===== src/rtl/uart_rx_cfg.sv =====
// Runtime-configurable UART receiver: 5..MaxDataBits data bits, optional parity, 1/2 stop bits.
// Parity support is compiled in only when UART_RX_PARITY_EN is defined.
module uart_rx_cfg #(
    parameter int Oversample  = 16,
    parameter int MaxDataBits = 9
) (
    input  logic                   clk,
    input  logic                   nReset,
    input  logic                   en,
    input  logic                   in,
    input  logic [3:0]             dataBits,
    input  logic [1:0]             parityMode,
    input  logic                   twoStop,
    output logic [MaxDataBits-1:0] data,
    output logic                   valid,
    input  logic                   ready,
    output logic                   frameErr,
    output logic                   parityErr,
    output logic                   overrun,
    output logic                   breakDet
);

    // state  | meaning
    // IDLE   | line idle, waiting for a falling edge
    // START  | validating the start bit at its mid point
    // DATA   | shifting in data bits, LSB first
    // PARITY | sampling the parity bit
    // STOP1  | first stop bit; break or frame completion decided here
    // STOP2  | second stop bit
    // BREAK  | line held low, waiting for it to return high
    typedef enum logic [2:0] {IDLE, START, DATA, PARITY, STOP1, STOP2, BREAK} stateT;

    localparam int CW = $clog2(Oversample);
    localparam logic [CW-1:0] CntTop = CW'(Oversample - 1);
    localparam logic [CW-1:0] CntMid = CW'(Oversample / 2 - 1);
    localparam logic [3:0]    MaxBits = 4'(MaxDataBits);

    stateT state, nextState;
    logic sync1, rxs, rxsPrev;
    logic [CW-1:0] cnt;
    logic [3:0] bitCnt, bitsL, bitsClamp;
    logic [MaxDataBits-1:0] shiftReg;
    logic twoStopL, anyHigh, frameErrAcc;
    logic midTick, endTick, startFrame, complete, breakNow, ferrNow, parEnL, parErrNow;

    assign midTick    = en && (cnt == CntMid);
    assign endTick    = en && (cnt == '0);
    assign startFrame = (state == IDLE) && (nextState == START);
    assign ferrNow    = frameErrAcc | ~rxs;

    always_comb begin
        if (dataBits < 4'd5)
            bitsClamp = 4'd5;
        else if (dataBits > MaxBits)
            bitsClamp = MaxBits;
        else
            bitsClamp = dataBits;
    end

    always_ff @(posedge clk or negedge nReset) begin
        if (!nReset) begin
            sync1   <= 1'b1;
            rxs     <= 1'b1;
            rxsPrev <= 1'b1;
        end else begin
            sync1   <= in;
            rxs     <= sync1;
            rxsPrev <= rxs;
        end
    end

`ifdef UART_RX_PARITY_EN
    logic parOddL, xorAcc, parErrAcc;

    always_ff @(posedge clk or negedge nReset) begin
        if (!nReset) begin
            parEnL    <= 1'b0;
            parOddL   <= 1'b0;
            xorAcc    <= 1'b0;
            parErrAcc <= 1'b0;
        end else if (startFrame) begin
            parEnL    <= (parityMode == 2'd1) || (parityMode == 2'd2);
            parOddL   <= (parityMode == 2'd2);
            xorAcc    <= 1'b0;
            parErrAcc <= 1'b0;
        end else if (state == DATA && midTick) begin
            xorAcc <= xorAcc ^ rxs;
        end else if (state == PARITY && midTick) begin
            // even: error when overall XOR is 1; odd: error when it is 0
            parErrAcc <= xorAcc ^ rxs ^ parOddL;
        end
    end

    assign parErrNow = parErrAcc;
`else
    logic unusedParity;
    assign unusedParity = ^parityMode;
    assign parEnL       = 1'b0;
    assign parErrNow    = 1'b0;
`endif

    always_ff @(posedge clk or negedge nReset) begin
        if (!nReset)
            state <= IDLE;
        else
            state <= nextState;
    end

    always_comb begin
        nextState = state;
        complete  = 1'b0;
        breakNow  = 1'b0;
        case (state)
            IDLE:   if (rxsPrev && !rxs) nextState = START;
            START:  if (midTick && rxs) nextState = IDLE;
                    else if (endTick) nextState = DATA;
            DATA:   if (endTick && bitCnt == bitsL) nextState = parEnL ? PARITY : STOP1;
            PARITY: if (endTick) nextState = STOP1;
            STOP1: begin
                if (midTick) begin
                    if (!rxs && !anyHigh) begin
                        breakNow  = 1'b1;
                        nextState = BREAK;
                    end else if (!twoStopL) begin
                        complete  = 1'b1;
                        nextState = IDLE;
                    end
                end else if (endTick && twoStopL) begin
                    nextState = STOP2;
                end
            end
            STOP2: if (midTick) begin
                complete  = 1'b1;
                nextState = IDLE;
            end
            BREAK:  if (midTick && rxs) nextState = IDLE;
            default: nextState = IDLE;
        endcase
    end

    always_ff @(posedge clk or negedge nReset) begin
        if (!nReset) begin
            cnt         <= CntTop;
            bitCnt      <= '0;
            bitsL       <= 4'd5;
            shiftReg    <= '0;
            twoStopL    <= 1'b0;
            anyHigh     <= 1'b0;
            frameErrAcc <= 1'b0;
        end else begin
            if (state != nextState)
                cnt <= CntTop;
            else if (en)
                cnt <= (cnt == '0) ? CntTop : cnt - 1'b1;

            if (startFrame) begin
                bitsL       <= bitsClamp;
                twoStopL    <= twoStop;
                shiftReg    <= '0;
                bitCnt      <= '0;
                anyHigh     <= 1'b0;
                frameErrAcc <= 1'b0;
            end else if (midTick) begin
                case (state)
                    DATA: begin
                        shiftReg <= shiftReg | ({{(MaxDataBits-1){1'b0}}, rxs} << bitCnt);
                        bitCnt   <= bitCnt + 1'b1;
                        anyHigh  <= anyHigh | rxs;
                    end
                    PARITY:  anyHigh <= anyHigh | rxs;
                    STOP1:   frameErrAcc <= ~rxs;
                    default: ;
                endcase
            end
        end
    end

    always_ff @(posedge clk or negedge nReset) begin
        if (!nReset) begin
            data      <= '0;
            valid     <= 1'b0;
            frameErr  <= 1'b0;
            parityErr <= 1'b0;
            overrun   <= 1'b0;
            breakDet  <= 1'b0;
        end else begin
            overrun  <= 1'b0;
            breakDet <= breakNow;
            if (complete) begin
                if (!valid || ready) begin
                    data      <= shiftReg;
                    frameErr  <= ferrNow;
                    parityErr <= parErrNow;
                    valid     <= 1'b1;
                end else begin
                    overrun <= 1'b1;
                end
            end else if (valid && ready) begin
                valid <= 1'b0;
            end
        end
    end

endmodule

===== config.mk =====
export PLATFORM = sky130hd
export DESIGN_NAME = uart_rx_cfg
export DESIGN_NICKNAME = d
export VERILOG_FILES = /design/src/rtl/uart_rx_cfg.sv
export SDC_FILE = /design/constraint.sdc
export NUM_CORES = 1
export LEC_CHECK = 0
export BUFFER_PORTS_ARGS = -buffer_cell sky130_fd_sc_hd__buf_2
export CAP_MARGIN = 5
export CORE_MARGIN = 8
export CORE_UTILIZATION = 45
export DETAILED_ROUTE_END_ITERATION = 12
export SKIP_LAST_GASP = 1
export SLEW_MARGIN = 20
export SYNTH_ARGS = -nofsm -noshare
export SYNTH_HDL_FRONTEND = slang
export SYNTH_SLANG_ARGS = --single-unit

===== constraint.sdc =====
create_clock -name clk -period 3.3 [get_ports clk]
set_input_delay 0.66 -clock clk [delete_from_list [all_inputs] [get_ports clk]]
set_output_delay 0.66 -clock clk [all_outputs]
set_load 0.1 [all_outputs]

# Word level (Yosys, flattened, before mapping)
# Cells that the tools add are included.
# totals
regBits,43
out_inout_bits,14
# op_classes
n_bitwise,4
shifts,1
eq_ne,11
reduce_logical,27
add_sub_neg,2
n_mux,42
n_lt_le_gt_ge,2
# ops
op,count
two-way mux 3 bit,11
two-way mux 4 bit,8
two-way mux 9 bit,3
one-hot mux 3 bit (7 select lines),1
two-way mux 1 bit,18
nonzero test 2 bit,6
AND reduction 2 bit,5
"equality test 3 bit, second input constant",3
logical AND 1 bit,9
OR 9 bit,1
left shift 1 x 4 -> 9 bit,1
"equality test 3 x 1 -> 1 bit, second input constant",2
"equality test 3 x 2 -> 1 bit, second input constant",2
"adder 4 x 1 -> 4 bit, second input constant",1
"equality test 4 x 3 -> 1 bit, second input constant",1
equality test 4 bit,1
"greater-than comparator 4 bit, second input constant",1
zero test 4 bit,1
"less-than comparator 4 x 3 -> 1 bit, second input constant",1
"subtractor 4 x 1 -> 4 bit, second input constant",1
zero test 1 bit,3
zero test 3 bit,1
inequality test 3 bit,1
"inequality test 2 x 1 -> 1 bit, second input constant",1
5 further kinds,6

# Depth between registers and ports, before layout
# Gate-level depths: netlist (run 1).
# logic_depth
word_depth,10
ltp_mapped,8

# Worst setup path before layout (run 1)
# Ideal clock, no wire load.
# synth_path
kind,input to register
from,in en
to,reg data[0]
required_ns,3.172
n_path_buf,2
cell_stages,7
arrival_time_ns,1.770
setup_time_ns,0.128
setup_slack_ns,1.402
path_cell_list,buf_4 nand4b_4 nor2_2 o211ai_2 nor2b_1 buf_4 mux2_1
# synth_via
elab_chain_len,4
# synth_rtl
element,line,text
start: declaration,9,"input logic en,"
logical AND 1 bit (*),46,assign midTick = en && (cnt == CntMid);
two-way mux 1 bit (on tied branches),"132, 120",
one-hot mux 1 bit (2 select lines) (*),113,case (state)
AND reduction 2 bit (no source line) (*),--,
end signal: assignment,191,data <= shiftReg;
end: declaration,14,"output logic [MaxDataBits-1:0] data,"
# Every way passes the cells marked *; elsewhere a longest branch is shown, timed or not.
# A chain may end at the register's enable or synchronous reset.

# Final worst setup path (run 1)
# layout_path
from,reg cnt[0]
to,reg data[2]
# layout_via
elab_chain_len,5
# layout_rtl
element,line,text
start: declaration,40,logic [CW-1:0] cnt;
start signal: assignment,143,cnt <= CntTop;
start signal: assignment,152,cnt <= CntTop;
start signal: assignment,154,cnt <= (cnt == '0) ? CntTop : cnt - 1'b1;
equality test 4 x 3 -> 1 bit (*),46,
logical AND 1 bit (*),46,
two-way mux 1 bit (on tied branches),"132, 120",
one-hot mux 1 bit (2 select lines) (*),113,
AND reduction 2 bit (no source line) (*),--,
# Marks and branches as above.

==> results of run 1 <==
power groups by stage:
stage / clock (mW) / combinational [mW] / sequential [mW]
after floorplan: 0 / 0.215 / 0.679
after global placement: 0 / 0.235 / 0.715
after detailed placement: 0 / 0.240 / 0.716
after CTS: 0.493 / 0.241 / 0.708
after global routing: 0.517 / 0.273 / 0.719
final: 0.488 / 0.238 / 0.708
metrics by stage:
stage / util / instances / area (um2) / total power [mW]
2_1_floorplan: - / 208 / 2140 / 0.894
3_3_place_gp: 0.485 / 272 / 2260 / 0.950
3_5_place_dp: 0.485 / 272 / 2260 / 0.956
4_1_cts: 0.514 / 280 / 2390 / 1.44
5_1_grt: 0.514 / 280 / 2390 / 1.51
6_report: 0.514 / 280 / 2390 / 1.43
metal layers:
metal	part of all wire	wire length [um]
met5	0	0
met4	0.018	69
met3	0.054	212
met2	0.42	1660
met1	0.50	1970
final timing paths:
kind,cells after the start,slack (ns),to
worst max-delay path,7,1.26,data[2]
worst min-delay path,0,0.36,rxs
worst max register to register,7,1.26,data[2]
worst min register to register,0,0.36,rxs
max in group asynchronous,1,2.23,data[1]
min in group asynchronous,1,0.48,overrun
state kept, by name (all words and copies together), names as in the netlist:
signal	count
twoStopL	1
anyHigh	1
frameErrAcc	1
state	3
overrun	1
rxsPrev	1
valid	1
sync1	1
cnt	4
bitsL	4
shiftReg	9
frameErr	1
rxs	1
bitCnt	4
breakDet	1
data	9
cell usage in the layout (no fill, tap or decap), drive strengths merged, types with 4 or more instances in the layout:
| cell type | count |
|---|---|
| dfrtp | 34 |
| nor2 | 31 |
| buf | 24 |
| nand2 | 19 |
| a21oi | 13 |
| mux2 | 10 |
| dfstp | 9 |
| xor2 | 6 |
| nand2b | 6 |
| o21ai | 6 |
| inv | 6 |
| clkbuf | 6 |
| nor2b | 4 |
| ha | 4 |
| nand3 | 4 |
| nor3 | 4 |
layout make-up:
type | count | area, um2 | share of cell area
tap | 54 | 67.6 | 0.0282
inverter | 6 | 22.5 | 0.00941
timing repair buffer | 24 | 125 | 0.0523
multi-input combinational | 145 | 958 | 0.400
sequential | 43 | 1090 | 0.454
clock inverter | 2 | 60.1 | 0.0251
clock buffer | 6 | 72.6 | 0.0303
kinds of logic (layout without fill, tap and decap cells):
logic type | Yosys count | in the layout | share of synthesized area
AO/OA/AOI/OAI | 36 | 36 | 0.108
AND/OR/NAND/NOR | 83 | 83 | 0.215
flip-flops | 43 | 43 | 0.507
other | 1 | 1 | 0.00175
buffers and inverters | 20 | 38 | 0.0461
multiplexers | 12 | 12 | 0.0618
XOR/XNOR | 9 | 9 | 0.0368
adder cells (fa/ha/maj) | 4 | 4 | 0.0233
worst max-delay path: stages (launching register included):
cell and delay [ns]:
dfstp_2 0.58, ha_1 0.22, nand4b_4 0.18, nor2_2 0.15, o211ai_2 0.12, nor2b_1 0.14, buf_4 0.20, mux2_1 0.34
==> metrics.md, run 1 <==
| Metric | Value |
|---|---|
| Net Sw Frac | 0.284 |
| Pre-antenna DRT Iters | 4 |
| Setup Buffers After CTS | 0 |
| Max IR drop VDD | about 0.23 mV |
| EDFF count, synth | 0 |
| CTS Root Cell | clkbuf_8 |
| CTS tree | done |
| Syn avg cell area | 10.3 um2 |
| Seq/Total Area, Yosys | 0.507 |
| Skew final | roughly 0.007 ns |
| Ys async rst share | 1.00 |
| Status | completed |
| Initial Utilization | 0.460 |
| Synth top area cells | dfrtp_1 (40%), dfstp_2 (11%), mux2_1 (5.3%) |
| CP endpoint kind | register |
| Count leader, synth | dfrtp_1 |
| # DRC | 0 |
| Post-synth top cells | dfrtp_1 (34), nor2_1 (30), nand2_1 (19) |
| CTS Sinks | 43 |
| Min-delay worst type | register to register |
| Critical path type | register to register |
| Launching point of the worst reg2reg path | cnt[0] |
| Ratio of cells with drive above 1 in the final layout | 0.208 |
| Core area | 4660 um2 |
| Number of global-route vias before repair | between 1000 and 1500 |
| Hold path startpoint | sync1 |
| Dominant synthesized flop cell | dfrtp_1 |
| Setup violations, final | 0 |
| Final setup margin | about 1.3 ns |
| Pre-CTS setup slack | between 1 and 1.5 ns |
| Layout Area Growth over Synthesis | 11.6% |
| Seq cells post-synth | 43 |
| Slew @ Worst Pin | between 0.9 and 1 ns |
| WP data required | around 3.5 ns |
| Min Tclk post-route | ~2 ns |
| Die ar. | 7230 um2 |
| Detailed Route WL | approximately 3900 um |
| GR Util met3 | 0.0434 |
| Hold WS | ~0.36 ns |
| Vias | 1500 |
| Pwr dens | 599 nW/um2 |
| Final-layout fill cell count | about 450 |
| Width of the die | around 85 um |
| # IOs | 26 |
| Leakage | 1.18 nW |
| Critical Path Fanout Max | 10 |
| Overflow after GRT | 0 |
| Nets | ~240 |
| GRT Util Overall | 0.114 |
| Clk_lat worst skew | ~0.30 ns |
| Fmax achieved | just under 500 MHz |
| NetSw | around 0.4 mW |
| CTS Buf Count | 5 |
| Slew HR | 0.381 |
| Sequential power share | 0.494 |
| Netlist Area Pre-Place | 2140 um2 |
| Synth Net Count | 224 |
| Setup TNS Final | 0 ns |
| Max cap viols | 0 |
| Netlist cell types | 47 |
| Startpoint Class | register |
| Crit share post-route | 0.617 |
| Antenna-violating nets left | 0 |
| Port bufs | 22 |
| Global-route wire length before repair | 6540 um |
| Worst Path Arrival | roughly 2.2 ns |
| DR WL/cell | 14.0 um |
| Internal power | approximately 1.0 mW |
| Yosys warnings | 0 |
| Vias per std cell | about 5.4 |
| RePlAce Congestion | between 0.7 and 0.8 |
| Cts hold-fix bufs | 0 |
| Unrepaired setup endpoints after global routing | no |
| Comb pwr share | 0.166 |
| Gr busiest metal | met1 |
| CP startpoint | cnt[0] |
| H-Tree Depth | 2 |
| Clock power share | 0.341 |
| Placement Rows | 25 |
| Clock Pin Slew Worst Setup and Hold Paths | ~0.08 ns |
| Diodes inserted | 0 |
| Global Route met2 Usage | 0.155 |
| CTS resizes | 0 |
| Slew Viols, Final | 0 |
| Synth area leader | dfrtp_1 |
| Largest net degree at the start of global routing | between 40 and 50 |
| Routing usage on met1 | 0.157 |
| DR iter-0 viols | between 150 and 200 |
| Initial antenna violation count | 0 |
| Top-area cell type share of the netlist area | 0.397 |
| Cells after synthesis | around 210 |
| DP HPWL | 2690 um |
| Worst-case clock buffer depth | 2 |
| DIE HEIGHT | about 85 um |
| Endpoints failing hold | 0 |
Note: power is estimated with default switching activity, not from simulation.
==> run 2: changes to the inputs <==
--- a/config.mk
+++ b/config.mk
@@ -5,6 +5,7 @@
 export SDC_FILE = /design/constraint.sdc
 export NUM_CORES = 1
 export LEC_CHECK = 0
+export ABC_AREA = 1
 export BUFFER_PORTS_ARGS = -buffer_cell sky130_fd_sc_hd__buf_2
 export CAP_MARGIN = 5
 export CORE_MARGIN = 8
==> constraint.sdc (replaced) <==
create_clock -name clk -period 2 [get_ports clk]
set_input_delay 0.4 -clock clk [delete_from_list [all_inputs] [get_ports clk]]
set_output_delay 0.4 -clock clk [all_outputs]
set_load 0.1 [all_outputs]
==> metrics.md, run 2 <==
| Metric | Value |
|---|---|
| Status | completed |
| EDFF count, synth | 0 |
| Synth area leader | dfrtp_1 |
| Unrepaired setup endpoints after global routing | no |
| CP endpoint kind | register |
| Nets | about 320 |
| Post-synth top cells | nand2_1 (65), inv_1 (35), dfrtp_1 (34) |
| Port bufs | 22 |
| Largest regs | data x9, shiftReg x9 |
| Yosys warnings | 0 |
| Most frequent cells in the layout | nand2_1 (65), inv_1 (35), dfrtp_1 (34) |
| Cells after synthesis | around 280 |
| Die ar. | between 7000 and 8000 um2 |
| Vias | about 1800 |
| WP data required | 2.22 ns |
| Diodes inserted | 0 |
| CP startpoint | cnt[0] |
| Min-delay worst type | input pin to async pin |
| # IOs | 26 |
| DIE HEIGHT | between 80 and 90 um |
| Worst-case clock buffer depth | 2 |
| CTS Buf Count | 5 |
| Synth Net Count | between 200 and 300 |
| Width of the die | ~87 um |
| Pre-antenna DRT Iters | 4 |
| Clock Pin Slew Worst Setup and Hold Paths | 0.08 ns |
| Min Tclk post-route | 1.80 ns |
| Setup violations, final | 0 |
| Layout Area Growth over Synthesis | 12.4% |
| CTS Root Cell | clkbuf_8 |
| Netlist cell types | 33 |
| Dominant synthesized flop cell | dfrtp_1 |
| Clk_lat worst skew | about 0.3 ns |
| Vias per std cell | roughly 4.8 |
| Synth top area cells | dfrtp_1 (37%), nand2_1 (11%), dfstp_2 (10%) |
| Largest net degree at the start of global routing | 25 |
| Seq cells post-synth | 43 |
| Core area | 5010 um2 |
| Pwr dens | 943 nW/um2 |
| GRT Util Overall | 0.130 |
| Hold WS | approximately 0.054 ns |
| Total Power | ~2.4 mW |
| Critical path type | register to register |
| Setup TNS Final | 0 ns |
| CTS resizes | 0 |
| Ratio of cells with drive above 1 in the final layout | 0.270 |
| Skew final | 0.00579 ns |
| DP HPWL | approximately 3400 um |
| Fmax achieved | about 550 MHz |
| Initial antenna violation count | 0 |
| Number of global-route vias before repair | between 1500 and 2000 |
| Top-area cell type share of the netlist area | 0.371 |
| Finished Cell Area | 2580 um2 |
| DR WL/cell | around 12 um |
| Seq/Total Area, Yosys | 0.474 |
| Final-layout fill cell count | 520 |
| Post-Layout Cell Count | 377 |
| Launching point of the worst reg2reg path | cnt[0] |
| DP Area | roughly 2500 um2 |
| Initial Utilization | 0.458 |
| Crit share post-route | 0.901 |
| CTS Sinks | 43 |
| Placement Rows | 26 |
| Startpoint Class | register |
| Cts hold-fix bufs | 0 |
| Max IR drop VDD | between 0.5 and 0.6 mV |
| Leakage | roughly 1.3 nW |
| CTS tree | done |
| H-Tree Depth | 2 |
| Overflow after GRT | 0 |
| Antenna-violating nets left | 0 |
| Worst Path Arrival | a little over 2 ns |
| Netlist Area Pre-Place | 2290 um2 |
| Count leader, synth | nand2_1 |
| Post-Place Cells | 369 |
| DR iter-0 viols | 86 |
| Ys async rst share | 1.00 |
| Syn avg cell area | 8.25 um2 |
| Most common cell after layout, fill and taps aside | nand2_1 |
| Global-route wire length before repair | 7890 um |
| Detailed Route WL | approximately 4500 um |
| Critical Path Fanout Max | 4 |
| Max cap viols | 0 |
| RePlAce Congestion | 0.839 |
| # DRC | 0 |
| Setup Buffers After CTS | 0 |
| Slew Viols, Final | 0 |
| Endpoints failing hold | 0 |
run 2: final cells by class:
cell class / count / area [um2] / share of cell area
Sequential cell: 43 / 1090 / 0.422
Multi-Input combinational cell: 190 / 1010 / 0.392
Timing Repair Buffer: 26 / 153 / 0.0593
Inverter: 40 / 153 / 0.0593
Tap cell: 70 / 87.6 / 0.0340
Clock buffer: 6 / 72.6 / 0.0282
Clock inverter: 2 / 12.5 / 0.00486
run 2: logic make-up after synthesis:
kind of cell             synth area share
buffers and inverters              0.0846
adder cells (fa/ha/maj)            0.0218
AO/OA/AOI/OAI                       0.104
XOR/XNOR                          0.00382
flip-flops                          0.474
AND/OR/NAND/NOR                     0.309
other                             0.00164
run 2: power breakdown:
| group | internal, mW | switching, mW |
|---|---|---|
| Sequential | 1.05 | 0.0949 |
| Clock | 0.244 | 0.299 |
| Combinational | 0.255 | 0.491 |
run 2: per-stage QoR:
| stage | worst slack, ns | utilization |
|---|---|---|
| 6_report | 0.197 | 0.514 |
| 5_1_grt | 0.0386 | 0.514 |
| 4_1_cts | 0.175 | 0.514 |
| 3_5_place_dp | 0.190 | 0.497 |
| 3_3_place_gp | 0.254 | 0.497 |
| 2_1_floorplan | 0.321 | - |
run 2: critical path: stages (launching register included):
cell     delay [ns]
dfstp_2        0.55
ha_1           0.14
nand2_1        0.09
inv_1          0.11
nand3_2        0.12
nand2_2        0.09
nand2_1        0.06
nor2_2         0.15
nand2_2        0.08
nand2_2        0.06
nand2_2        0.05
nor2_4         0.11
nand3_1        0.10
run 2: path summary, 6_finish.rpt:
kind,endpoint,slack (ns),cells after the start
max,cnt[3],0.20,12
min,bitsL[3],0.05,1
max reg2reg,cnt[3],0.20,12
min reg2reg,rxs,0.36,0
max in group asynchronous,cnt[1],1.38,2
min in group clk,sync1,0.20,1
run 2: per-layer routing:
| layer | vias to the layer above | GRT usage | part of all wire |
|---|---|---|---|
| li1 | 925 | - | - |
| met1 | 836 | 0.166 | 0.49 |
| met2 | 27 | 0.214 | 0.46 |
| met3 | 4 | 0.0311 | 0.040 |
| met4 | 0 | 0.0328 | 0.010 |
| met5 | - | 0 | 0 |
==> run 3: changes to the inputs <==
--- a/config.mk
+++ b/config.mk
@@ -8,7 +8,6 @@
 export ABC_AREA = 1
 export BUFFER_PORTS_ARGS = -buffer_cell sky130_fd_sc_hd__buf_2
 export CAP_MARGIN = 5
-export CORE_MARGIN = 8
 export CORE_UTILIZATION = 45
 export DETAILED_ROUTE_END_ITERATION = 12
 export SKIP_LAST_GASP = 1
==> metrics.md, run 3 (synthesis results as in run 2) <==
| Metric | Value |
|---|---|
| Reg-to-Reg End | cnt[2] |
| Placement Rows | 25 |
| DR WL/cell | between 10 and 15 um |
| Slew HR | 0.666 |
| Setup TNS Final | 0 ns |
| Fmax achieved | ~550 MHz |
| Worst Path Arrival | 2.06 ns |
| Worst Setup EP | cnt[2] |
| CP endpoint kind | register |
| Slowest stage delay, CP | approximately 0.56 ns |
| Worst-case clock buffer depth | 2 |
| Clk_lat worst skew | 0.30 ns |
| Overflow after GRT | 0 |
| Slew @ Worst Pin | between 0.5 and 0.6 ns |
| Max IR drop VDD | about 0.57 mV |
| Ratio of cells with drive above 1 in the final layout | 0.269 |
| CTS Sinks | 43 |
| WP data required | around 2.2 ns |
| DP Area | about 2500 um2 |
| CTS Root Cell | clkbuf_8 |
| Largest regs | data x9, shiftReg x9 |
| Hold WS | 0.0564 ns |
| Layout Area Growth over Synthesis | 12.9% |
| Die ar. | approximately 5400 um2 |
| RePlAce Congestion | 0.791 |
| GRT Util Overall | 0.173 |
| Largest net degree at the start of global routing | 23 |
| Post-Layout Cell Count | 372 |
| # IOs | 26 |
| Number of global-route vias before repair | 1580 |
| Min-delay worst type | input pin to async pin |
| Worst path cell trace | ha_1, nand2_1, inv_1, nand2_2, nand2_1, nand2_1, nor2_2, nand3_2, nand2_2, nand2_2, nor2_4, nand3_1 |
| CTS Buf Count | 5 |
| CTS resizes | 0 |
| Leakage | about 1.3 nW |
| Startpoint Class | register |
| Vias per std cell | between 4 and 5 |
| Status | completed |
| R2R setup slack | approximately 0.17 ns |
| Final-layout fill cell count | 507 |
| Width of the die | 73.4 um |
| H-Tree Depth | 2 |
| Detailed Route WL | ~4000 um |
| Unrepaired setup endpoints after global routing | no |
| Final design utilization | 0.537 |
| R2r worst-path depth | 12 |
| Diodes inserted | 0 |
| Port bufs | 22 |
| Most common cell after layout, fill and taps aside | nand2_1 |
| Setup Buffers After CTS | 0 |
| Global-route wire length before repair | ~7000 um |
| Most frequent cells in the layout | nand2_1 (65), inv_1 (35), dfrtp_1 (34) |
| Min Tclk post-route | ~1.8 ns |
| Critical Path Fanout Max | 4 |
| Slew Viols, Final | 0 |
| Clock Pin Slew Worst Setup and Hold Paths | approximately 0.090 ns |
| Nets | 320 |
| Antenna-violating nets left | 0 |
| Initial antenna violation count | 0 |
| CTS tree | done |
| Vias | 1748 |
| Crit share post-route | 0.917 |
| Launching point of the worst reg2reg path | cnt[0] |
| Endpoints failing hold | 0 |
| DIE HEIGHT | about 73 um |
| Post-Place Cells | ~360 |
| # DRC | 0 |
| Cts hold-fix bufs | 0 |
| Finished Cell Area | between 2000 and 3000 um2 |
| DR iter-0 viols | 98 |
| DP HPWL | 2980 um |
| Skew final | between 0.008 and 0.009 ns |
| Max cap viols | 0 |
| Initial Utilization | 0.476 |
| Setup violations, final | 0 |
| Critical path type | register to register |
| CP startpoint | cnt[0] |
| Highest-delay cell along the critical path | dfstp_2 |
| Core area | around 4800 um2 |
| Pwr dens | roughly 1000 nW/um2 |
| Pre-antenna DRT Iters | 6 |
-- run 3: cell types whose count changed in the layout (fill, tap and decap cells not counted) --
cell	change
buf_4	-2
bufinv_16	+1
clkbuf_1	-1
clkinv_2	-1
clkinv_4	+1
clkinvlp_4	-1
inv_6	+1
-- run 3: cell type report --
type / instances / area [um2] / share of cell area
Clock buffer: 5 / 68.8 / 0.0266
Clock inverter: 3 / 47.5 / 0.0184
Inverter: 40 / 153 / 0.0590
Multi-Input combinational cell: 190 / 1010 / 0.391
Sequential cell: 43 / 1090 / 0.420
Tap cell: 67 / 83.8 / 0.0324
Timing Repair Buffer: 24 / 138 / 0.0532
-- run 3: through the flow --
| stage | worst slack (ns) | power, mW |
|---|---|---|
| after floorplan | 0.321 | 1.73 |
| after global placement | 0.180 | 1.89 |
| after detailed placement | 0.184 | 1.91 |
| after CTS | 0.161 | 2.61 |
| after global routing | 0.0141 | 2.77 |
| final | 0.166 | 2.58 |
-- run 3: report_power, final --
part	internal (mW)	switching (mW)	leakage (nW)
Combinational	0.251	0.491	0.716
Sequential	1.05	0.0934	0.556
Clock	0.379	0.322	0.0587
-- run 3: critical path: cells and delay by family, from the launching register on --
family / cells / cell delay (ns)
AND/OR/NAND/NOR: 10 / 0.95
flip-flops: 1 / 0.56
adder cells (fa/ha/maj): 1 / 0.16
buffers and inverters: 1 / 0.12
-- run 3: how the worst min path moves through the flow --
stage | endpoint | slack (ns) | cells after the start | start
after global routing | shiftReg[4] | 0.08 | 1 | nReset
after detailed placement | rxs | 0.35 | 0 | sync1
after floorplan | anyHigh | 0.10 | 0 | nReset
after global placement | rxs | 0.35 | 0 | sync1
final | shiftReg[4] | 0.06 | 1 | nReset
after CTS | shiftReg[8] | 0.07 | 1 | nReset
-- run 3: metal layers --
layer / vias up / routed length (um) / global-route usage
met5: - / 0 / 0
met4: 0 / 68 / 0.0769
met3: 6 / 112 / 0.0370
met2: 25 / 1660 / 0.259
met1: 790 / 2140 / 0.241
li1: 927 / - / -
